===== src/rtl/fas_pkg.sv =====
// Shared constants for the FFT-power collection and analysis stages.
package fas_pkg;

    localparam int unsigned FAS_DATA_WIDTH = 32;
    localparam int unsigned FAS_N_POINTS   = 16;
    localparam int unsigned IDX_W          = 4;
    localparam int unsigned ST_W           = 2;

    // Collector FSM encoding; ST_DRAIN is only reachable with POWER_PIPE_EN.
    localparam logic [ST_W-1:0] ST_COLLECT = ST_W'(0);
    localparam logic [ST_W-1:0] ST_START   = ST_W'(1);
    localparam logic [ST_W-1:0] ST_WAIT    = ST_W'(2);
    localparam logic [ST_W-1:0] ST_DRAIN   = ST_W'(3);

endpackage


===== src/rtl/power_collect_power_calc.sv =====
// Combinational power of one complex sample: re*re + im*im, unsigned.
module power_calc #(
    parameter int unsigned DATA_WIDTH = 32
) (
    input  logic [DATA_WIDTH/2-1:0] re,
    input  logic [DATA_WIDTH/2-1:0] im,
    output logic [DATA_WIDTH-1:0]   power
);

    localparam int unsigned HALF_W = DATA_WIDTH / 2;

    logic signed [DATA_WIDTH-1:0] re_x;
    logic signed [DATA_WIDTH-1:0] im_x;
    logic signed [DATA_WIDTH-1:0] re_sq;
    logic signed [DATA_WIDTH-1:0] im_sq;

    // Sign-extend, square; the sum peaks at 2^(DATA_WIDTH-1) and is read unsigned.
    always_comb begin
        re_x  = {{HALF_W{re[HALF_W-1]}}, re};
        im_x  = {{HALF_W{im[HALF_W-1]}}, im};
        re_sq = re_x * re_x;
        im_sq = im_x * im_x;
        power = DATA_WIDTH'(re_sq) + DATA_WIDTH'(im_sq);
    end

endmodule


===== src/rtl/power_collect.sv =====
// Collects one frame of FFT bins (any order) as power words and hands the
// frame to the analysis stage. Optional macro POWER_PIPE_EN registers the
// power path and adds a DRAIN state before START.
module power_collect
    import fas_pkg::*;
#(
    parameter int unsigned DATA_WIDTH = FAS_DATA_WIDTH,
    parameter int unsigned N_POINTS   = FAS_N_POINTS
) (
    input  logic                           clk,
    input  logic                           rst,
    input  logic                           fft_valid,
    output logic                           fft_ready,
    input  logic [IDX_W-1:0]               fft_idx,
    input  logic [DATA_WIDTH/2-1:0]        fft_re,
    input  logic [DATA_WIDTH/2-1:0]        fft_im,
    output logic [DATA_WIDTH*N_POINTS-1:0] fft_res_out,
    output logic                           analysis_start,
    input  logic                           analysis_done,
    output logic                           dup_err
);

    logic [ST_W-1:0]       state_q, state_d;
    logic [N_POINTS-1:0]   mask_q, mask_d;
    logic [N_POINTS-1:0]   idx_onehot;
    logic                  ready_d, start_d, dup_d;
    logic                  accept;
    logic [DATA_WIDTH-1:0] power;
    logic [DATA_WIDTH-1:0] buf_q [N_POINTS];
    logic                  wr_en;
    logic [IDX_W-1:0]      wr_idx;
    logic [DATA_WIDTH-1:0] wr_data;

    assign accept     = fft_valid && fft_ready;
    assign idx_onehot = N_POINTS'(1) << fft_idx;

    power_calc #(.DATA_WIDTH(DATA_WIDTH)) u_power_calc (
        .re    (fft_re),
        .im    (fft_im),
        .power (power)
    );

    // Next state, acceptance mask, duplicate flag and next-cycle outputs.
    always_comb begin
        state_d = state_q;
        mask_d  = mask_q;
        dup_d   = dup_err;
        case (state_q)
            ST_COLLECT: begin
                if (accept) begin
                    if ((mask_q & idx_onehot) != '0) dup_d = 1'b1;
                    mask_d = mask_q | idx_onehot;
                    if (&mask_d) begin
`ifdef POWER_PIPE_EN
                        state_d = ST_DRAIN;
`else
                        state_d = ST_START;
`endif
                    end
                end
            end
            ST_DRAIN: state_d = ST_START;
            ST_START: state_d = ST_WAIT;
            ST_WAIT: begin
                if (analysis_done) begin
                    state_d = ST_COLLECT;
                    mask_d  = '0;
                    dup_d   = 1'b0;
                end
            end
            default: state_d = ST_COLLECT;
        endcase
        ready_d = (state_d == ST_COLLECT);
        start_d = (state_d == ST_START);
    end

    // FSM state and registered control outputs.
    always_ff @(posedge clk or posedge rst) begin
        if (rst) begin
            state_q        <= ST_COLLECT;
            mask_q         <= '0;
            fft_ready      <= 1'b1;
            analysis_start <= 1'b0;
            dup_err        <= 1'b0;
        end else begin
            state_q        <= state_d;
            mask_q         <= mask_d;
            fft_ready      <= ready_d;
            analysis_start <= start_d;
            dup_err        <= dup_d;
        end
    end

`ifdef POWER_PIPE_EN
    logic                  pipe_vld_q;
    logic [IDX_W-1:0]      pipe_idx_q;
    logic [DATA_WIDTH-1:0] pipe_pow_q;

    // One register stage between the multiplier and the buffer write.
    always_ff @(posedge clk or posedge rst) begin
        if (rst) begin
            pipe_vld_q <= 1'b0;
            pipe_idx_q <= '0;
            pipe_pow_q <= '0;
        end else begin
            pipe_vld_q <= accept;
            pipe_idx_q <= fft_idx;
            pipe_pow_q <= power;
        end
    end

    assign wr_en   = pipe_vld_q;
    assign wr_idx  = pipe_idx_q;
    assign wr_data = pipe_pow_q;
`else
    assign wr_en   = accept;
    assign wr_idx  = fft_idx;
    assign wr_data = power;
`endif

    // Frame buffer; a repeated index simply overwrites its slot.
    always_ff @(posedge clk or posedge rst) begin
        if (rst) begin
            for (int i = 0; i < int'(N_POINTS); i++) buf_q[i] <= '0;
        end else if (wr_en) begin
            buf_q[wr_idx] <= wr_data;
        end
    end

    // Output bus is a direct view of the buffer.
    for (genvar g = 0; g < int'(N_POINTS); g++) begin : g_out
        assign fft_res_out[g*DATA_WIDTH +: DATA_WIDTH] = buf_q[g];
    end

endmodule

===== config.mk =====
export PLATFORM = sky130hd
export DESIGN_NAME = power_collect
export DESIGN_NICKNAME = d
export VERILOG_FILES = /design/src/rtl/fas_pkg.sv /design/src/rtl/power_collect_power_calc.sv /design/src/rtl/power_collect.sv
export SDC_FILE = /design/constraint.sdc
export NUM_CORES = 2
export LEC_CHECK = 0
export BUFFER_PORTS_ARGS = -buffer_cell sky130_fd_sc_hd__buf_2
export CAP_MARGIN = 25
export CORE_MARGIN = 2
export CORE_UTILIZATION = 28
export DETAILED_ROUTE_END_ITERATION = 10
export SYNTH_ARGS = -nofsm -noshare
export SYNTH_HDL_FRONTEND = slang
export SYNTH_SLANG_ARGS = --single-unit

===== constraint.sdc =====
create_clock -name clk -period 21.5 [get_ports clk]
set_input_delay 5.375 -clock clk [delete_from_list [all_inputs] [get_ports clk]]
set_output_delay 5.375 -clock clk [all_outputs]
set_load 0.005 [all_outputs]

==> impl_metrics.csv <==
group,metric,value,unit
logic_synthesis,synth_flop_cell,"dfrtp_1",
worst_setup_path,cp_max_fo,31,
clocking,numCtsBuffers,59,
clocking,cts_tree,"built",
logic_synthesis,async_flop_share,100,%
placed_design,portBuffers,554,
global_route,grt_util_all_layers,17.1,%
hold_path,hp-class,"flip-flop to flip-flop",
cells_and_area,seq_area,13300,µm²
clocking,post-cts-setup-buffers,0,
cells_and_area,num-fill-cells,13400,
sta,slew_headroom,29.5,%
sta,worst_slew_pin_slew,1.06,ns
worst_setup_path,critPathBufInv,4,
sta,final.setup.worst_slack,8.48,ns
sta,finalMaxSlewViolations,0,
logic_synthesis,yosysTopAreaCellShare,36.2,%
clocking,clock_path_buffers,3,
logic_synthesis,synth_cells,3542,
logic_synthesis,seq_area_frac_synth,36.3,%
worst_setup_path,critPathCaptureType,"flip-flop",
drt,drcViolationCount,0,
drt,drt_wl_total,114000,µm
clocking,h-tree-depth,2,
logic_synthesis,synth_top_cell_by_area,"dfrtp_1",
logic_synthesis,synth-seq-cells,533,
worst_setup_path,start_kind,"input pin",
cells_and_area,stdcell_area,43800,µm²
worst_setup_path,cp_common_cell,"fa_1",
die,start_util,28.3,%
global_route,grt_overflow,0,
logic_synthesis,synth_edf_count,0,
placed_design,place_area,41700,µm²
placed_design,dpl.hpwl,89100,µm
cells_and_area,layout_common_cells,"inv_1, nand2_1, buf_2",
global_route,antenna_found_initial,21,
sta,rsz0062_at_grt,"false",
logic_synthesis,synth_cell_types,57,
cells_and_area,area_growth_syn_to_layout,19.1,%
sta,setup-tns-final,0,ns
global_route,grt_pass1_wl,174000,µm
drt,first_pass_iters,5,
clocking,clk_latency,0.64,ns
drt,vias_per_cell,4.46,
drt,vias,26000,
sta,post-route-min-period,13.02,ns
clocking,cts-resized-gates,0,
drt,ant_nets,0,
drt,wire_per_inst,19.6,µm
placed_design,post-place-ws,7.81,ns
job,drv_cap,0,
die,ios,555,
cells_and_area,drive_gt1_share,20.6,%
die,die_y,366,µm
worst_setup_path,ff2ff_setup_slack,18.95,ns
worst_setup_path,crit_family,"adder cells",
worst_setup_path,slowest_stage,"o211ai_1",
global_route,grt_max_degree,121,
status,outcome,"finished, final reports clean",
die,core-area,130000,µm²
worst_setup_path,crit_required,21.99,ns
logic_synthesis,yosysWarnings,0,
cells_and_area,multi_input_area,20600,µm²
sta,skew,0.0226,ns
die,row_count,132,
sta,period_share,60.5,%
drt,initialDrtViolationCount,1690,
die,die_x,366,µm
die,dieArea,134000,µm²
logic_synthesis,syn_avg_cell_area,10.4,µm²
clocking,cts_hold_buf,0,
worst_setup_path,path_cells,"buf_2 -> and2_1 -> fa_1 -> fa_1 -> fa_1 -> fa_1 -> fa_1 -> fa_1 -> fa_1 -> inv_1 -> fa_1 -> inv_1 -> ha_1 -> and3_1 -> nand2_1 -> o41ai_2 -> o21ai_1 -> o211ai_1 -> buf_4 -> o21ai_0",
worst_setup_path,critPathMaxStageDelay,0.81,ns
placed_design,placed_cells,5706,
clocking,clk_pin_slew_worst_paths,0.06,ns
sta,hold_viol_final,0,
placed_design,globalplace.congestion,0.900,
clocking,cts.sinks,533,
cells_and_area,layout_commonest_cell,"inv_1",
logic_synthesis,syn-num-nets,4253,
logic_synthesis,synth.area.top_cells,"dfrtp_1, fa_1, inv_1",
global_route,first_global_vias,27300,
worst_setup_path,critical_path_arrival,13.51,ns
cells_and_area,nets,4741,
clocking,root_buffer,"clkbuf_16",
cells_and_area,final_cells,5822,
logic_synthesis,netlist_area,36800,µm²
sta,setup_violations,0,
worst_setup_path,crit_type,"input pin to flip-flop",
sta,fmax,76.8,MHz
==> cell families (layout without fill, tap and decap cells) <==
family | count (synthesis) | in the layout | share of synthesized area [%]
adders and majority gates | 671 | 671 | 33.5
other | 1 | 11 | 0.0102
buffers and inverters | 811 | 1339 | 8.33
muxes | 103 | 103 | 3.14
DFF | 533 | 533 | 36.3
and+or+nand+nor | 827 | 827 | 9.46
xor gates and xnor gates | 61 | 61 | 1.47
AOI/OAI and AO/OA | 535 | 535 | 7.79
==> routing by layer <==
| metal | GRT usage, % | vias up | wire length, µm |
|---|---|---|---|
| met5 | 0 | - | 85 |
| met4 | 4.76 | 14 | 3390 |
| met3 | 4.82 | 173 | 9620 |
| met2 | 28.3 | 897 | 53400 |
| met1 | 21.9 | 13100 | 47800 |
| li1 | - | 11800 | - |
==> sequential cells by signal (all words and copies together), names as in the netlist <==
register        cells
analysis_start      1
dup_err             1
fft_ready           1
fft_res_out       512
mask_q             16
state_q             2
==> stage by stage <==
| stage | utilization, % | hold WS (ns) |
|---|---|---|
| floorplan | - | 0.470 |
| global placement | 32.1 | 0.456 |
| detailed placement | 32.1 | 0.464 |
| CTS | 33.6 | 0.478 |
| global route | 33.7 | 0.486 |
| finish | 33.7 | 0.472 |
==> area by class of cell <==
class | instances | area share [%]
antenna | 10 | 0.0572
clock buffer | 82 | 3.82
clock inverter | 19 | 0.672
inverter | 636 | 5.47
multi-input combinational | 2198 | 47.2
sequential | 533 | 30.5
tap | 1742 | 4.98
timing repair buffer | 602 | 7.36
==> path summary, 6_finish.rpt <==
| check | startpoint | end | cells after the start |
|---|---|---|---|
| hold / removal | fft_res_out[153] | fft_res_out[153] | 2 |
| max in group asynchronous | rst | fft_res_out[373] | 5 |
| setup / recovery | fft_im[15] | fft_res_out[216] | 20 |
| min in group asynchronous | rst | fft_res_out[11] | 2 |
| hold reg to reg | fft_res_out[153] | fft_res_out[153] | 2 |
| setup reg to reg | fft_ready | fft_res_out[372] | 6 |
==> cell usage after synthesis, drive strengths merged (4+ instances only) <==
cell type	instances
nand2b	8
nand4	4
o21bai	4
fa	522
nor2b	19
a211oi	4
dfrtp	532
nand3	11
o21ai	435
xnor2	41
nand3b	4
and2	95
inv	635
xor2	20
nor3	6
nor2	85
o211ai	4
mux2i	5
a21oi	44
nand2	588
ha	149
buf	11
clkbuf	164
mux2	98
a21o	18
==> tightest hold or removal path, stage by stage, from the launching register on <==
cell,delay (ns)
dfrtp_1,0.33
nand2_1,0.05
o21ai_0,0.06
Power is not shown: default switching activity piles up to over one toggle a cycle in this logic, so the estimate is an artifact.
